==> config.mk <==
export PLATFORM = sky130hd
export DESIGN_NAME = sgd_mem_arbiter
export DESIGN_NICKNAME = d
export VERILOG_FILES = /design/src/rtl/sgd_mem_arbiter.sv
export SDC_FILE = /design/constraint.sdc
export NUM_CORES = 1
export LEC_CHECK = 0
export ABC_AREA = 1
export CAP_MARGIN = 20
export CORE_AREA = 2 2 400 402
export CTS_CLUSTER_SIZE = 16
export DETAILED_ROUTE_END_ITERATION = 12
export DIE_AREA = 0 0 402 404
export PLACE_DENSITY_LB_ADDON = 0.05
export SETUP_SLACK_MARGIN = 0.3
export SLEW_MARGIN = 20
export SYNTH_ARGS = -nofsm -noshare
export SYNTH_HDL_FRONTEND = slang
export SYNTH_SLANG_ARGS = --single-unit
export TNS_END_PERCENT = 5
==> constraint.sdc <==
create_clock -name CLK -period 4.3 [get_ports CLK]
set_input_delay 0.86 -clock CLK [delete_from_list [all_inputs] [get_ports CLK]]
set_output_delay 0.86 -clock CLK [all_outputs]
set_load 0.01 [all_outputs]
==> src/rtl/sgd_mem_arbiter.sv <==
// Single-port arbiter for the shared sample RAM: loader writes first, SGD/host reads share
// round-robin, and SGD reads are held off until their row is loaded (hwm).
// Optional grant/stall counters are built when ARB_STATS_EN is defined.
module sgd_mem_arbiter #(
  parameter int ADDR_W = 12,
  parameter int DATA_W = 192,
  parameter int RD_LAT = 1
) (
  input  logic              CLK,
  input  logic              RST,
  input  logic              ld_start,
  input  logic              ld_req,
  input  logic [ADDR_W-1:0] ld_addr,
  input  logic [DATA_W-1:0] ld_wdata,
  output logic              ld_gnt,
  input  logic              sgd_req,
  input  logic [ADDR_W-1:0] sgd_addr,
  output logic              sgd_gnt,
  output logic              sgd_rvalid,
  output logic [DATA_W-1:0] sgd_rdata,
  input  logic              hst_req,
  input  logic [ADDR_W-1:0] hst_addr,
  output logic              hst_gnt,
  output logic              hst_rvalid,
  output logic [DATA_W-1:0] hst_rdata,
  output logic [ADDR_W-1:0] ram_addr,
  output logic              ram_we,
  output logic              ram_oe,
  output logic [DATA_W-1:0] ram_wdata,
  input  logic [DATA_W-1:0] ram_rdata,
  output logic [ADDR_W:0]   hwm
`ifdef ARB_STATS_EN
  ,
  output logic [15:0]       stat_ld,
  output logic [15:0]       stat_sgd,
  output logic [15:0]       stat_hst,
  output logic [15:0]       stat_stall
`endif
);

  localparam logic SRC_SGD = 1'b0;
  localparam logic SRC_HST = 1'b1;

  logic              r_rr_hst;
  logic [ADDR_W:0]   r_hwm;
  logic [ADDR_W-1:0] r_ram_addr;
  logic              r_ram_we;
  logic              r_ram_oe;
  logic [DATA_W-1:0] r_ram_wdata;
  logic [RD_LAT:0]   r_vld_pipe;
  logic [RD_LAT:0]   r_src_pipe;
  logic              r_sgd_rvalid;
  logic              r_hst_rvalid;
  logic [DATA_W-1:0] r_sgd_rdata;
  logic [DATA_W-1:0] r_hst_rdata;

  logic              w_sgd_elig;
  logic              w_hst_elig;
  logic              w_ld_gnt;
  logic              w_sgd_gnt;
  logic              w_hst_gnt;
  logic              w_rd_gnt;
  logic [ADDR_W-1:0] w_rd_addr;
  logic              w_hwm_bump;
  logic [ADDR_W:0]   w_hwm_next;
  logic              w_ret_vld;
  logic              w_ret_src;

  // r_rr_hst names the reader that wins the next tie; it flips to the loser on each read grant.
  always_comb begin
    w_sgd_elig = sgd_req && ({1'b0, sgd_addr} < r_hwm);
    w_hst_elig = hst_req;
    w_ld_gnt   = !RST && ld_req;
    w_sgd_gnt  = !RST && !ld_req && w_sgd_elig && (!w_hst_elig || !r_rr_hst);
    w_hst_gnt  = !RST && !ld_req && w_hst_elig && (!w_sgd_elig || r_rr_hst);
    w_rd_gnt   = w_sgd_gnt || w_hst_gnt;
    w_rd_addr  = w_hst_gnt ? hst_addr : sgd_addr;
    w_hwm_bump = w_ld_gnt && (ld_start || ({1'b0, ld_addr} >= r_hwm));
    w_hwm_next = {1'b0, ld_addr} + {{ADDR_W{1'b0}}, 1'b1};
    w_ret_vld  = r_vld_pipe[RD_LAT];
    w_ret_src  = r_src_pipe[RD_LAT];
  end

  assign ld_gnt  = w_ld_gnt;
  assign sgd_gnt = w_sgd_gnt;
  assign hst_gnt = w_hst_gnt;

  always_ff @(posedge CLK) begin
    if (RST) begin
      r_rr_hst <= SRC_SGD;
      r_hwm    <= '0;
    end else begin
      if (w_rd_gnt) r_rr_hst <= w_sgd_gnt;
      // ld_addr+1 tops out at 2^ADDR_W, which is the saturation point of hwm
      if (w_hwm_bump)    r_hwm <= w_hwm_next;
      else if (ld_start) r_hwm <= '0;
    end
  end

  always_ff @(posedge CLK) begin
    if (RST) begin
      r_ram_addr  <= '0;
      r_ram_we    <= 1'b0;
      r_ram_oe    <= 1'b0;
      r_ram_wdata <= '0;
    end else begin
      r_ram_we <= w_ld_gnt;
      r_ram_oe <= w_rd_gnt;
      if (w_ld_gnt) begin
        r_ram_addr  <= ld_addr;
        r_ram_wdata <= ld_wdata;
      end else if (w_rd_gnt) begin
        r_ram_addr  <= w_rd_addr;
      end
    end
  end

  // Stage 0 travels alongside ram_oe; stage RD_LAT lines up with the cycle ram_rdata is valid.
  always_ff @(posedge CLK) begin
    if (RST) begin
      r_vld_pipe <= '0;
      r_src_pipe <= '0;
    end else begin
      r_vld_pipe <= {r_vld_pipe[RD_LAT-1:0], w_rd_gnt};
      r_src_pipe <= {r_src_pipe[RD_LAT-1:0], w_hst_gnt};
    end
  end

  always_ff @(posedge CLK) begin
    if (RST) begin
      r_sgd_rvalid <= 1'b0;
      r_hst_rvalid <= 1'b0;
      r_sgd_rdata  <= '0;
      r_hst_rdata  <= '0;
    end else begin
      r_sgd_rvalid <= w_ret_vld && (w_ret_src == SRC_SGD);
      r_hst_rvalid <= w_ret_vld && (w_ret_src == SRC_HST);
      if (w_ret_vld && (w_ret_src == SRC_SGD)) r_sgd_rdata <= ram_rdata;
      if (w_ret_vld && (w_ret_src == SRC_HST)) r_hst_rdata <= ram_rdata;
    end
  end

  assign ram_addr   = r_ram_addr;
  assign ram_we     = r_ram_we;
  assign ram_oe     = r_ram_oe;
  assign ram_wdata  = r_ram_wdata;
  assign sgd_rvalid = r_sgd_rvalid;
  assign sgd_rdata  = r_sgd_rdata;
  assign hst_rvalid = r_hst_rvalid;
  assign hst_rdata  = r_hst_rdata;
  assign hwm        = r_hwm;

`ifdef ARB_STATS_EN
  logic [15:0] r_stat_ld;
  logic [15:0] r_stat_sgd;
  logic [15:0] r_stat_hst;
  logic [15:0] r_stat_stall;

  // Counters survive ld_start so they span a whole session of datasets.
  always_ff @(posedge CLK) begin
    if (RST) begin
      r_stat_ld    <= '0;
      r_stat_sgd   <= '0;
      r_stat_hst   <= '0;
      r_stat_stall <= '0;
    end else begin
      if (w_ld_gnt && (r_stat_ld != 16'hFFFF))   r_stat_ld  <= r_stat_ld + 16'd1;
      if (w_sgd_gnt && (r_stat_sgd != 16'hFFFF)) r_stat_sgd <= r_stat_sgd + 16'd1;
      if (w_hst_gnt && (r_stat_hst != 16'hFFFF)) r_stat_hst <= r_stat_hst + 16'd1;
      if (sgd_req && !w_sgd_gnt && (r_stat_stall != 16'hFFFF))
        r_stat_stall <= r_stat_stall + 16'd1;
    end
  end

  assign stat_ld    = r_stat_ld;
  assign stat_sgd   = r_stat_sgd;
  assign stat_hst   = r_stat_hst;
  assign stat_stall = r_stat_stall;
`endif

endmodule

==> key figures, run 1 <==
GRT
  – Overflow after GRT: 0
  – Initial antenna violation count: 43
  – First-pass GRT wire length: 183000 um
  – Total GRT Usage: 0.159
  – Largest net degree at the start of global routing: 151
  – Number of global-route vias before repair: 20959

Drt
  – Avg WL per Cell: 24.2 um
  – Vias post-DR: 20729
  – Vias per cell: 3.72
  – Final ANT Viol Nets: 0
  – Detailed Route WL: 135000 um
  – Drt initial violations: 854
  – Initial DRT Pass Iterations: 4
  – Residual DRC: 0

STA
  – Post-route setup TNS: 0 ps
  – Worst Slack Setup Final: 459 ps
  – Slew margin rel.: 0.330
  – Crit path time final: 3840 ps
  – Fin crit share: 0.893
  – Least-Margin Pin Slew: 1000 ps
  – FMAX: 0.260 GHz
  – Final Hold Fails: 0
  – # setup viols final: 0
  – Clk_skew: 27.0 ps
  – RSZ-0062 raised after global routing: false
  – Slew Limit Fails: 0

Placed design
  – Final HPWL from detailed placement: 101000 um
  – Dpl cells: 5408
  – Port Buf Inserts: 1033
  – Place WS: 186 ps
  – Gpl congestion: 0.747

CTS
  – Num CTS Buffers: 87
  – Root Driver: clkbuf_16
  – CTS tree: done
  – Clk sinks: 609
  – CTS H-tree depth: 3
  – Clock Path Buffers: 3
  – Post-CTS Setup Bufs: 0
  – Worst-path clk slew: 50 ps
  – Clock Latency Late Sink: 680 ps

Pwr
  – VDD IR max: 0.235 mV
  – Pwr/cell area: 413 nW/um^2
  – P_leak: 13.9 nW
  – Total Power: 15.1 mW

Run status
  – Status: completed

Worst hold path
  – Worst hold path class: reg -> reg
  – Hold depth: 2

Critical path
  – Maximum fanout along the worst path: 3
  – Setup crit start kind: primary input
  – Crit path required time: 3440 ps
  – Endpoint type of the worst setup path: output port
  – Kind of critical path: in -> out
  – Reg2Reg Depth: 6
  – Crit path DAT: 2980 ps

Floorplanning
  – Die Width: 402 um
  – Std-Cell Rows: 146
  – Die Y: 404 um
  – Core ar.: 158000 um^2
  – Die footprint: 162000 um^2
  – Number of top-level pins: 1034
  – Initial Utilization: 0.134

Yosys
  – Register area share after synthesis: 0.575
  – Area share of fa/ha/maj cells after synthesis: 0.0142
  – Synth Area in Compound Gates: 0.185
  – Largest family of logic cells by synthesized area: compound AO/OA/AOI/OAI gates
  – Syn Area/Cell: 8.62 um^2
  – Ys Warns: 0
  – Cell variety after synth: 29
  – Syn Nets: 2909
  – Synth Area in XOR/XNOR: 0.000826
  – Synthesized instance count: 2459
  – Post-synthesis mux area share: 0
  – Number of synthesized register bits: 609
  – Post-Synth Simple-Gate Area: 0.175
  – Cell Area, Synth: 21200 um^2

Job
  – Max cap viols: 0

Finish
  – Fin nets: 3875
  – Layout cell share with drive strength beyond 1: 0.0592
  – Most used cells in the layout excluding fill and tap cells: 1031 x clkdlybuf4s50_1, 784 x nor2_1, 609 x dfxtp_1
  – Area grow syn2layout: 72.7%
  – Most common cell after layout, fill and taps aside: clkdlybuf4s50_1
  – Non-Filler Instances: 5576
power breakdown:
group	internal, mW	total, mW	switching (mW)
Combinational	0.897	1.73	0.831
Sequential	5.87	5.99	0.121
Clock	4.41	7.42	3.01
flip-flops by register name, summed over array words and instances (netlist names), 2 cells and up:
| register | count |
|---|---|
| r_vld_pipe | 2 |
| sgd_rdata | 192 |
| hwm | 13 |
| ram_addr | 12 |
| ram_wdata | 192 |
| r_src_pipe | 2 |
| hst_rdata | 192 |
worst max-delay path, stage by stage:
cell	delay, ps
clkdlybuf4s50_1	450
ha_1	290
inv_1	40
nor2_2	110
nand2_2	90
nor3_4	190
nand2_2	110
nand3_2	100
nand2_2	80
inv_1	100
clkdlybuf4s50_1	540
per-layer routing:
metal	GRT usage	part of all wire
met1	0.174	0.39
met5	0	0.0021
met4	0.0323	0.015
met2	0.288	0.51
met3	0.0655	0.088
synth_stat cells (all sizes together):
master	count	area (um^2)
nand2	83	324
o21ai	403	2030
nand3	27	175
nor3	2	15.0
xor2	2	17.5
o21bai	3	22.5
a21oi	34	189
ha	24	300
buf	48	258
dfxtp	609	12200
inv	77	289
nand3b	10	75.1
clkbuf	134	503
nor2	790	2990
nand4	21	131
a22o	192	1680
logic make-up after synthesis:
family	Yosys count
AO/OA/AOI/OAI	632
adder cells (fa/ha/maj)	24
AND/OR/NAND/NOR	933
buffers and inverters	259
XOR/XNOR	2
flip-flops	609
area by class of cell:
class	instances	area (um^2)
diodes	8	20.0
fillers	17344	121000
flip-flops and latches	609	12200
clock buffers	134	2630
multi-input cells	1591	7990
well taps	2072	2590
repair buffers	1059	10600
inverters	77	312
clock inverters	26	287
timing repair:
action	4_1_cts	5_1_grt
resized for setup	3	1
gates cloned	0	0
setup endpoints to repair	1	1
hold buffers	0	0
hold endpoints to repair	0	0
worst paths after layout:
| kind | from | to | slack [ps] |
|---|---|---|---|
| max | sgd_addr[11] | hst_gnt | 460 |
| min | r_src_pipe[0]$_SDFF_PP0_ | r_src_pipe[1]$_SDFF_PP0_ | 410 |
| max reg2reg | r_vld_pipe[1]$_SDFF_PP0_ | sgd_rdata[83]$_SDFFE_PP0P_ | 1870 |
| min reg2reg | r_src_pipe[0]$_SDFF_PP0_ | r_src_pipe[1]$_SDFF_PP0_ | 410 |
metrics by stage:
stage	util	instance area [um^2]	hold slack (ps)
2_1_floorplan	-	21200	388
3_3_place_gp	0.213	33700	401
3_5_place_dp	0.213	33700	403
4_1_cts	0.232	36600	411
5_1_grt	0.232	36600	437
6_report	0.232	36600	407
(Power assumes the default switching activity.)
==> inputs of run 2 (changes only) <==
--- a/config.mk
+++ b/config.mk
@@ -7,10 +7,10 @@
 export LEC_CHECK = 0
 export ABC_AREA = 1
 export CAP_MARGIN = 20
-export CORE_AREA = 2 2 400 402
+export CORE_AREA = 5 5 403 405
 export CTS_CLUSTER_SIZE = 16
 export DETAILED_ROUTE_END_ITERATION = 12
-export DIE_AREA = 0 0 402 404
+export DIE_AREA = 0 0 408 410
 export PLACE_DENSITY_LB_ADDON = 0.05
 export SETUP_SLACK_MARGIN = 0.3
 export SLEW_MARGIN = 20
==> key figures, run 2 (synthesized netlist as in run 1, its figures left out) <==
Drt
  – Initial DRT Pass Iterations: 4
  – Detailed Route WL: 140000 um
  – Final ANT Viol Nets: 0
  – Drt initial violations: 897
  – Avg WL per Cell: 25.0 um
  – Vias per cell: 3.73
  – Residual DRC: 0
  – Vias post-DR: 20819

CTS
  – Post-cts resize count: 0
  – Worst-path clk slew: 60 ps
  – Clock Latency Late Sink: 690 ps
  – Clk sinks: 609
  – # hold bufs at CTS: 0
  – Root Driver: clkbuf_16
  – CTS H-tree depth: 3
  – CTS tree: done
  – Num CTS Buffers: 88
  – Post-CTS Setup Bufs: 0
  – Clock Path Buffers: 3

STA
  – FMAX: 0.265 GHz
  – Least-Margin Pin Slew: 1090 ps
  – Slew margin rel.: 0.272
  – Crit path time final: 3780 ps
  – Slew Limit Fails: 0
  – Clk_skew: 36.1 ps
  – Worst Slack Setup Final: 521 ps
  – # setup viols final: 0
  – Post-route setup TNS: 0 ps
  – Final Hold Fails: 0
  – RSZ-0062 raised after global routing: false
  – Fin crit share: 0.879

Critical path
  – Kind of critical path: in -> out
  – Worst r2r dst: hwm[4]$_SDFFE_PP0P_
  – Crit path DAT: 2920 ps
  – Worst Setup EP: hst_gnt
  – Maximum fanout along the worst path: 3
  – Worst Setup SP: sgd_addr[11]
  – Crit path required time: 3440 ps
  – Flop2flop setup slack: 1860 ps
  – Reg2Reg Depth: 10
  – Setup crit start kind: primary input
  – Endpoint type of the worst setup path: output port
  – Reg2reg start: hwm[6]$_SDFFE_PP0P_

Pwr
  – Pwr/cell area: 409 nW/um^2
  – P_leak: 13.8 nW
  – Clk pwr share: 0.484
  – Cell Int Power: 11.1 mW
  – Net switching power figure: 3.93 mW
  – Sw Share: 0.262
  – Total Power: 15.0 mW
  – Sequential cell fraction of total power: 0.400
  – Comb pwr share: 0.116
  – VDD IR max: 0.256 mV

Floorplanning
  – Die Width: 408 um
  – Core ar.: 158000 um^2
  – Number of top-level pins: 1034
  – Std-Cell Rows: 146
  – Die Y: 410 um
  – Die footprint: 167000 um^2
  – Initial Utilization: 0.134

Finish
  – Most common cell after layout, fill and taps aside: clkdlybuf4s50_1
  – Layout cell share with drive strength beyond 1: 0.0541
  – Post-route design area: 36600 um^2
  – Fin util: 0.232
  – Fillers: 17301
  – Fin nets: 3878
  – Most used cells in the layout excluding fill and tap cells: 1031 x clkdlybuf4s50_1, 784 x nor2_1, 609 x dfxtp_1
  – Area grow syn2layout: 72.7%

Placed design
  – Placed cell area: 33700 um^2
  – Port Buf Inserts: 1033
  – Gpl congestion: 0.765
  – Final HPWL from detailed placement: 106000 um
  – Place WS: 467 ps

Job
  – Max cap viols: 0

GRT
  – Initial antenna violation count: 50
  – Largest net degree at the start of global routing: 183
  – First-pass GRT wire length: 188000 um
  – Number of global-route vias before repair: 21261
  – Overflow after GRT: 0
  – Total GRT Usage: 0.159

Worst hold path
  – HP Start: r_src_pipe[0]$_SDFF_PP0_
  – Worst hold path class: reg -> reg

Run status
  – Status: completed
-- run 2: worst min path at each step --
stage / end / slack [ps] / cells after the start
after floorplan: r_src_pipe[1]$_SDFF_PP0_ / 390 / 2
after global placement: r_src_pipe[1]$_SDFF_PP0_ / 400 / 2
after detailed placement: r_src_pipe[1]$_SDFF_PP0_ / 400 / 2
after CTS: r_vld_pipe[1]$_SDFF_PP0_ / 410 / 2
after global routing: r_src_pipe[1]$_SDFF_PP0_ / 440 / 2
final: r_src_pipe[1]$_SDFF_PP0_ / 410 / 2
-- run 2: critical path, stage by stage --
cell             delay, ps
clkdlybuf4s50_1        440
ha_1                   290
inv_1                   40
nor2_2                 110
nand2_2                 80
nor3_2                 170
nand2_2                110
nand3_2                100
nand2_2                 50
inv_1                  100
clkdlybuf4s50_1        560
-- run 2: per-layer routing --
layer | routed length [um] | track usage | up-vias | part of all wire
li1 | - | - | 10149 | -
met1 | 51400 | 0.165 | 9769 | 0.37
met2 | 72000 | 0.292 | 691 | 0.52
met3 | 13700 | 0.0743 | 166 | 0.098
met4 | 2160 | 0.0323 | 44 | 0.016
met5 | 283 | 0 | - | 0.0020
-- run 2: final cells by class --
class / instances / area, um^2 / share of cell area
Sequential cell: 609 / 12200 / 0.333
Timing Repair Buffer: 1061 / 10700 / 0.291
Multi-Input combinational cell: 1591 / 7970 / 0.218
Clock buffer: 142 / 2620 / 0.0715
Tap cell: 2072 / 2590 / 0.0708
Inverter: 77 / 312 / 0.00851
Clock inverter: 14 / 219 / 0.00598
Antenna cell: 12 / 30.0 / 0.000820
-- run 2: stage by stage --
stage,hold WS [ps],std cells
5_1_grt,444,5567
3_5_place_dp,405,5410
3_3_place_gp,395,5410
4_1_cts,411,5566
6_report,407,5578
2_1_floorplan,388,2459
-- run 2: power groups by stage --
stage,sequential (mW),clock [mW],combinational [mW]
3_3_place_gp,6.11,0,1.80
4_1_cts,5.99,7.62,1.80
6_report,5.99,7.25,1.74
2_1_floorplan,6.20,0,0.461
3_5_place_dp,6.10,0,1.79
5_1_grt,6.01,7.83,1.88
